[src/rtl/data_memory_pkg.sv]
// Shared types and constants for the data memory side of the load/store path.
package data_memory_pkg;

    // Load bus controller states.
    typedef enum logic [2:0] {
        IDLE,
        CACHE_WAIT,
        BUS_REQ,
        BUS_WAIT,
        RESPOND,
        DRAIN
    } lbc_state_t;

    // Default watchdog limit, in BUS_WAIT cycles, for an external bus read.
    localparam int LBC_DEFAULT_TIMEOUT = 255;

endpackage

[src/rtl/bus_timeout_counter.sv]
// Watchdog counter for external bus accesses. Counts enabled cycles since the
// last clear and flags the cycle in which the count reaches TIMEOUT_CYCLES.
module bus_timeout_counter #(
    parameter int TIMEOUT_CYCLES = 255
) (
    input  logic clk_i,
    input  logic rst_n_i,
    input  logic clear,
    input  logic enable,
    output logic expired
);

    localparam int CNT_W = $clog2(TIMEOUT_CYCLES + 1);
    localparam logic [CNT_W-1:0] LAST_CNT  = CNT_W'(TIMEOUT_CYCLES - 1);
    localparam logic [CNT_W-1:0] LIMIT_CNT = CNT_W'(TIMEOUT_CYCLES);

    logic [CNT_W-1:0] count;

    // Count enabled cycles, saturating at the limit; clear has priority.
    always_ff @(posedge clk_i or negedge rst_n_i) begin
        if (!rst_n_i) begin
            count <= '0;
        end else if (clear) begin
            count <= '0;
        end else if (enable && (count != LIMIT_CNT)) begin
            count <= count + CNT_W'(1);
        end
    end

    // The enabled cycle that brings the count up to the limit is the expiry cycle.
    assign expired = enable && (count == LAST_CNT);

endmodule

[src/rtl/load_bus_controller.sv]
// Memory-side front end of the load unit: routes cachable reads to the data
// cache and non-cachable reads over the external bus with a timeout watchdog,
// then returns one word with a single-cycle valid pulse.
module load_bus_controller
    import data_memory_pkg::*;
#(
    parameter int XLEN           = 32,
    parameter int TIMEOUT_CYCLES = LBC_DEFAULT_TIMEOUT
) (
    input  logic            clk_i,
    input  logic            rst_n_i,
    input  logic            read_i,
    input  logic            cachable_i,
    input  logic [XLEN-1:0] address_i,
    output logic            idle_o,
    output logic            data_valid_o,
    output logic [XLEN-1:0] data_o,
    output logic            bus_error_o,
    output logic            cache_read_o,
    output logic [XLEN-1:0] cache_address_o,
    input  logic            cache_valid_i,
    input  logic [XLEN-1:0] cache_data_i,
    output logic            bus_req_o,
    output logic [XLEN-1:0] bus_address_o,
    input  logic            bus_ack_i,
    input  logic            bus_rvalid_i,
    input  logic [XLEN-1:0] bus_rdata_i,
    input  logic            bus_err_i
);

    lbc_state_t      state_q, state_d;
    logic [XLEN-1:0] addr_q, addr_d;
    logic [XLEN-1:0] data_q, data_d;
    logic            err_q, err_d;
    logic            timeout_expired;

    bus_timeout_counter #(
        .TIMEOUT_CYCLES(TIMEOUT_CYCLES)
    ) u_timeout (
        .clk_i   (clk_i),
        .rst_n_i (rst_n_i),
        .clear   (state_q == BUS_REQ),
        .enable  (state_q == BUS_WAIT),
        .expired (timeout_expired)
    );

    // State, latched address, returned data and error flag registers.
    always_ff @(posedge clk_i or negedge rst_n_i) begin
        if (!rst_n_i) begin
            state_q <= IDLE;
            addr_q  <= '0;
            data_q  <= '0;
            err_q   <= 1'b0;
        end else begin
            state_q <= state_d;
            addr_q  <= addr_d;
            data_q  <= data_d;
            err_q   <= err_d;
        end
    end

    // Next-state logic; responses outside their wait state are simply ignored.
    always_comb begin
        state_d = state_q;
        addr_d  = addr_q;
        data_d  = data_q;
        err_d   = err_q;
        case (state_q)
            IDLE: begin
                if (read_i) begin
                    addr_d  = address_i;
                    state_d = cachable_i ? CACHE_WAIT : BUS_REQ;
                end
            end
            CACHE_WAIT: begin
                if (cache_valid_i) begin
                    data_d  = cache_data_i;
                    err_d   = 1'b0;
                    state_d = RESPOND;
                end
            end
            BUS_REQ: begin
                if (bus_ack_i) begin
                    if (bus_rvalid_i) begin
                        data_d  = bus_rdata_i;
                        err_d   = bus_err_i;
                        state_d = RESPOND;
                    end else begin
                        state_d = BUS_WAIT;
                    end
                end
            end
            BUS_WAIT: begin
                if (bus_rvalid_i) begin
                    data_d  = bus_rdata_i;
                    err_d   = bus_err_i;
                    state_d = RESPOND;
                end else if (timeout_expired) begin
                    data_d  = '0;
                    err_d   = 1'b1;
                    state_d = RESPOND;
                end
            end
            RESPOND: begin
                state_d = DRAIN;
            end
            DRAIN: begin
                if (!read_i) begin
                    state_d = IDLE;
                end
            end
            default: begin
                state_d = IDLE;
            end
        endcase
    end

    assign idle_o          = (state_q == IDLE);
    assign data_valid_o    = (state_q == RESPOND);
    assign bus_error_o     = (state_q == RESPOND) && err_q;
    assign data_o          = data_q;
    assign cache_read_o    = (state_q == CACHE_WAIT);
    assign cache_address_o = addr_q;
    assign bus_req_o       = (state_q == BUS_REQ);
    assign bus_address_o   = {addr_q[XLEN-1:2], 2'b00};

endmodule

[config.mk]
export PLATFORM = sky130hd
export DESIGN_NAME = load_bus_controller
export DESIGN_NICKNAME = d
export VERILOG_FILES = /design/src/rtl/data_memory_pkg.sv /design/src/rtl/bus_timeout_counter.sv /design/src/rtl/load_bus_controller.sv
export SDC_FILE = /design/constraint.sdc
export NUM_CORES = 1
export LEC_CHECK = 0
export CORE_MARGIN = 1.5
export CORE_UTILIZATION = 36
export CTS_CLUSTER_SIZE = 25
export DETAILED_ROUTE_END_ITERATION = 12
export HOLD_SLACK_MARGIN = 0.02
export PLACE_DENSITY = 0.75
export SETUP_SLACK_MARGIN = 0.02
export SLEW_MARGIN = 25
export SYNTH_ARGS = -nofsm -noshare
export SYNTH_HDL_FRONTEND = slang
export SYNTH_SLANG_ARGS = --single-unit
[constraint.sdc]
create_clock -name clk_i -period 1.9 [get_ports clk_i]
set_input_delay 0.285 -clock clk_i [delete_from_list [all_inputs] [get_ports clk_i]]
set_output_delay 0.285 -clock clk_i [all_outputs]
set_load 0.02 [all_outputs]
# After elaboration in Yosys (flattened, before gate mapping)
# Cells that the tools add are included.
[totals]
inputBits = 104
output_inout_bits = 101
ff_bits = 76
elab_cells = 51
[classes]
eq_ne = 13
n_reduce_logical = 9
n_mux = 23
addsub = 1
[op_table]
columns = ["op", "n"]
rows = [
  ["two-way mux 32 bit", 5],
  ["case mux 32 bit (3 select lines)", 1],
  ["two-way mux 3 bit", 7],
  ["case mux 3 bit (6 select lines)", 1],
  ["two-way mux 8 bit", 2],
  ["AND reduction 5 bit", 2],
  ["adder 8 x 1 -> 8 bit (second input constant)", 1],
  ["== test 8 bit (second input constant)", 1],
  ["!= test 8 bit (second input constant)", 1],
  ["== test 3 x 2 -> 1 bit (second input constant)", 2],
  ["== test 3 bit (second input constant)", 2],
  ["!= test 2 x 1 -> 1 bit (second input constant)", 3],
  ["two-way mux 1 bit", 5],
  ["!= test 2 bit (second input constant)", 2],
  ["== test 3 x 1 -> 1 bit (second input constant)", 1],
  ["logical AND 1 bit", 3],
  ["zero test 3 bit", 1],
  ["!= test 3 bit (second input constant)", 1],
  ["case mux 1 bit (3 select lines)", 1],
  ["nonzero test 3 bit", 1],
  ["two-way mux 2 bit", 1],
  ["AND reduction 2 bit", 1],
  ["nonzero test 2 bit", 1],
]

# Depth between registers and ports, before layout
[depth]
ltp_word = 5
ltp_mapped = 7
mapped_depth_nobuf = 5

# Hierarchy
# Synthesis repeated with hierarchy kept, for this count alone.
[hier_totals]
cells_unflattened = 303
hier_area_um2 = 3898.7
[modules_own_cells]
columns = ["mod", "area_per_inst_um2", "seq_area_each_um2", "n_inst", "cells_per_inst"]
rows = [
  ["load_bus_controller", 3398.3, 1701.6, 1, 252],
  ["bus_timeout_counter", 500.5, 200.2, 1, 51],
]

# Worst setup path before layout
# No wires, ideal clock.
[synth_timing]
path_type = "register -> register"
start = "reg u_timeout.count[5]"
end = "reg data_q[0], in the netlist data_o[0]"
arrival_time_ns = 1.933
synth_period_minus_slack_ns = 2.058
stages_incl_launch_ff = 8
t_required_ns = 1.775
path_slack_ns = -0.158
setup_ns = 0.125
n_path_buf = 3
cell_sequence = "dfrtp_1 and4_1 buf_6 a311oi_2 or4b_1 buf_6 buf_12 mux2_4"
[synth_between]
elab_chain_cells = 4
[synth_lines]
columns = ["item", "line", "text"]
rows = [
  ["from (decl)", "bus_timeout_counter.sv:17", "logic [CNT_W-1:0] count;"],
  ["from (signal assigned)", "bus_timeout_counter.sv:26", "count <= count + CNT_W'(1);"],
  ["== test 8 bit", "bus_timeout_counter.sv:31", "assign expired = enable && (count == LAST_CNT);"],
  ["logical AND 1 bit", "bus_timeout_counter.sv:31", ""],
  ["!= test 3 bit (no source line)", "n/a", ""],
  ["AND reduction 5 bit (no source line)", "n/a", ""],
  ["to (signal assigned)", "load_bus_controller.sv:57", "data_q <= data_d;"],
  ["to (decl)", "load_bus_controller.sv:33", "logic [XLEN-1:0] data_q, data_d;"],
]
# No other way between the ends.
# A chain may end at the register's enable or synchronous reset.

# Worst setup path in the final report
[layout_timing]
start = "reg u_timeout.count[0]"
end = "reg data_q[0], in the netlist data_o[0]"
# Same word-level chain as after synthesis.

==> results.md <==
Power:
- The highest ir drop seen on vdd is approximately 0.74 mV.
- Summed over all cells, the static leakage comes to 2.68 nW.
- Dividing total power by cell area gives a power density of 1730 mW/mm^2.
- The power consumption is 10.8 mW.

CTS:
- The clock edge transition at the registers on the reported setup and hold paths is roughly 0.090 ns.
- The clock network latency to the later pin of the worst-skew pair is 0.36 ns.
- Clock tree synthesis found a total of 76 sinks.
- The buffer depth of the longest clock path is 2.
- The CTS H-tree depth is 3.
- The tree is rooted in a clkbuf_8.
- The CTS tree is done.
- Clock tree synthesis inserted a total of 9 buffers.
- Buffers added to address setup during post-CTS repair amount to 0.

Setup path:
- The critical path goes through inv_1 > ha_2 > a311oi_2 > or4b_4 > buf_12 > mux2_4.
- At the worst endpoint, the arrival time is 2.15 ns.
- The startpoint type of the worst setup path is a flop.
- The worst setup path is captured at a flop.
- The delay of the slowest cell on the worst path is 0.54 ns.
- The maximum fanout along the worst path is 24.
- The worst register-to-register path has a depth of 6.
- The largest individual stage delay along the critical path comes from the cell or4b_4.
- The critical path is of the reg2reg type.
- The required time of the critical path is 2.14 ns.

Finish:
- The cell area after layout is 0.00625 mm^2.
- The most common cell after layout, fill and taps aside is clkdlybuf4s50_1.
- In the final layout, the share of cells above drive strength 1 is 0.273.
- The area added between synthesis and finish is 60.8%.
- Leaving out filler cells and counting taps, the final layout contains 635.
- The number of nets in the layout is 600.
- The top cell types in the final layout, fill and taps aside, are 196 x clkdlybuf4s50_1, 75 x dfrtp_1, 36 x mux2_2.
- 0 antenna diodes ended up in the layout.
- The count of fill cells added during filler insertion is 866.

Die:
- The floorplan has 37 rows.
- The count of boundary I/O pins is between 200 and 250.
- The die covers ~0.011 mm^2.
- The initial core utilization is 0.373.
- In this run the vertical extent of the chip is 107 um.
- The region available for standard cell placement spans 0.0104 mm^2.
- The die is 107 um wide.

Route:
- The detailed-route wire length is 10.6 mm.
- The number of DRC violations after detailed-routing iteration 0 is 121.
- The mean number of vias per cell is 4.90.
- Before antenna repair, the detailed router went through 4 iterations.
- The routed wirelength normalized by instance count is 16.7 um.
- Detailed routing inserted a total of 3110 vias.
- In this run the remaining antenna-violating nets after routing total 0.
- For this run, design rule violations remaining after detail routing come to 0.

STA:
- The worst path in the final design needs a cycle of 1.90 ns, including I/O delays and setup.
- The number of pins exceeding their max-slew limit in the final report is 0.
- The final clock period utilization by the worst path is 1.00.
- The highest attainable clock frequency is 525 MHz.
- The hold violation count in the final report is 0.
- The post-route worst setup slack is -0.00447 ns.
- Setup repair after global routing could not meet its margin everywhere.
- The final clock skew is about 0.011 ns.
- The final-layout setup total negative slack is -0.00451 ns.
- Setup violations remaining at the end of the flow were counted as 2.

Status:
- The checks that failed: setup timing.
- The flow ran to the end, but the final reports show violations.

Synth:
- Synthesis inferred 76 register bits.
- The mapped netlist covers 0.00389 mm^2.
- The share of the Yosys chip area taken by registers is 0.489.
- The number of different library cells used by synthesis comes to 43.
- The number of warnings reported in the yosys synthesis log is 0.
- After synthesis, the share of flip-flops with an asynchronous set or reset is 1.00.
- Synthesis produced 299 cells.
- Among all flip-flop cells after synthesis, the most frequent one is dfrtp_1.
- Dividing the synthesized area by the synthesized cell count gives around 13 um^2.
- Yosys mapped a number of flops with a built-in enable equal to 0.

Placed design:
- In this run the cell area measured after placement is 0.00598 mm^2.
- In this run, placement finished with an instance count of 618.
- Timing analysis after detailed placement gives a worst setup slack of -0.488 ns.
- The routability-driven placement congestion ratio is 0.842.
- The number of buffers inserted by port buffering is 202.
- The detailed-placement wirelength estimate is 7.96 mm.

GRT:
- The overall fraction of global-route tracks in use is 0.181.
- Entering global routing, the biggest net connects 40 pins.
- The number of antenna violations at the first check in global routing is 0.
- The first global-routing pass estimated 16.0 mm of wire.
- The number of global-route vias before repair is 3135.
- After global routing the overflow that remains totals 0.

Worst hold path:
- In this run the worst hold path is classified as in2async.

Flow run:
- The tool flagged a number of max-cap violations equal to 0.
==> Yosys cell counts (2+ instances only) <==
library cell / count / area share
nand2b_1: 3 / 0.0048
dfrtp_1: 76 / 0.49
nand3_1: 3 / 0.0039
dlygate4sd1_1: 3 / 0.0068
o21ai_0: 6 / 0.0077
a22o_1: 33 / 0.074
o31ai_1: 2 / 0.0039
a21oi_1: 8 / 0.010
mux2_4: 28 / 0.11
and2_1: 2 / 0.0032
buf_12: 3 / 0.015
a31oi_1: 2 / 0.0032
mux2_2: 36 / 0.10
clkbuf_1: 8 / 0.0077
buf_6: 2 / 0.0058
nor3_1: 5 / 0.0064
buf_4: 33 / 0.064
nor2b_1: 3 / 0.0048
buf_2: 3 / 0.0039
ha_1: 2 / 0.0064
nor2_1: 6 / 0.0058
inv_1: 5 / 0.0048
mux2i_1: 2 / 0.0052
nand2_1: 6 / 0.0058
==> cells by family after synthesis <==
group / after synthesis / share of synthesized area
AO/OA/AOI/OAI: 59 / 0.120
other: 1 / 0.000965
buffers and inverters: 57 / 0.108
multiplexers: 66 / 0.218
adder cells (fa/ha/maj): 2 / 0.00644
XOR/XNOR: 1 / 0.00225
AND/OR/NAND/NOR: 37 / 0.0547
flip-flops: 76 / 0.489
==> critical path: cells and delay by family, from the launching register on <==
family,cells,cell delay [ns]
simple gates,1,0.54
buf+inv,2,0.26
fa+ha+maj,1,0.18
flops,1,0.39
mux,1,0.32
compound gates,1,0.10
==> layer usage <==
layer  routed length, um  GRT usage  vias to the layer above
li1                    -          -                     1446
met1                4120      0.209                     1544
met2                5700      0.330                      111
met3                 678     0.0468                        9
met4                 105     0.0476                        0
met5                   0          0                        -
==> cell type report <==
type | count | area [um^2] | area share
clock buffer | 9 | 124 | 0.0198
clock inverter | 7 | 75.1 | 0.0120
inverter | 5 | 18.8 | 0.00300
multi-input combinational | 167 | 1650 | 0.264
sequential | 76 | 1900 | 0.305
tap | 136 | 170 | 0.0272
timing repair buffer | 235 | 2310 | 0.369
==> final timing paths <==
check,from,endpoint,slack [ns]
min in group clk_i,data_o[7]$_DFFE_PN0P_,data_o[7]$_DFFE_PN0P_,0.51
setup / recovery,u_timeout.count[0]$_DFFE_PN0P_,data_o[0]$_DFFE_PN0P_,-0.004
max in group asynchronous,rst_n_i,cache_address_o[25]$_DFFE_PN0P_,1.02
setup reg to reg,u_timeout.count[0]$_DFFE_PN0P_,data_o[0]$_DFFE_PN0P_,-0.004
hold / removal,rst_n_i,cache_address_o[6]$_DFFE_PN0P_,0.33
hold reg to reg,data_o[7]$_DFFE_PN0P_,data_o[7]$_DFFE_PN0P_,0.51
==> per-stage QoR <==
stage | hold slack, ns | utilization
final | 0.329 | 0.600
after global routing | 0.347 | 0.600
after CTS | 0.323 | 0.596
after detailed placement | 0.176 | 0.574
after global placement | 0.178 | 0.574
after floorplan | -0.0106 | -
==> state kept, by name, indices dropped and copies added (netlist names) <==
signal	cells
err_q	1
data_o	32
cache_address_o	32
state_q	3
u_timeout.count	8
==> repair_timing <==
action,CTS,global route
hold buffers,1,0
endpoints found under the setup margin,40,39
endpoints found under the hold margin,16,0
gates resized for setup,27,14
pin swaps,1,0
==> where the power goes <==
part           switching (mW)  internal, mW
combinational            2.99          3.63
sequential              0.518          2.41
clock                   0.646         0.613
total                    4.16          6.65
Note: power is estimated with default switching activity, not from simulation.
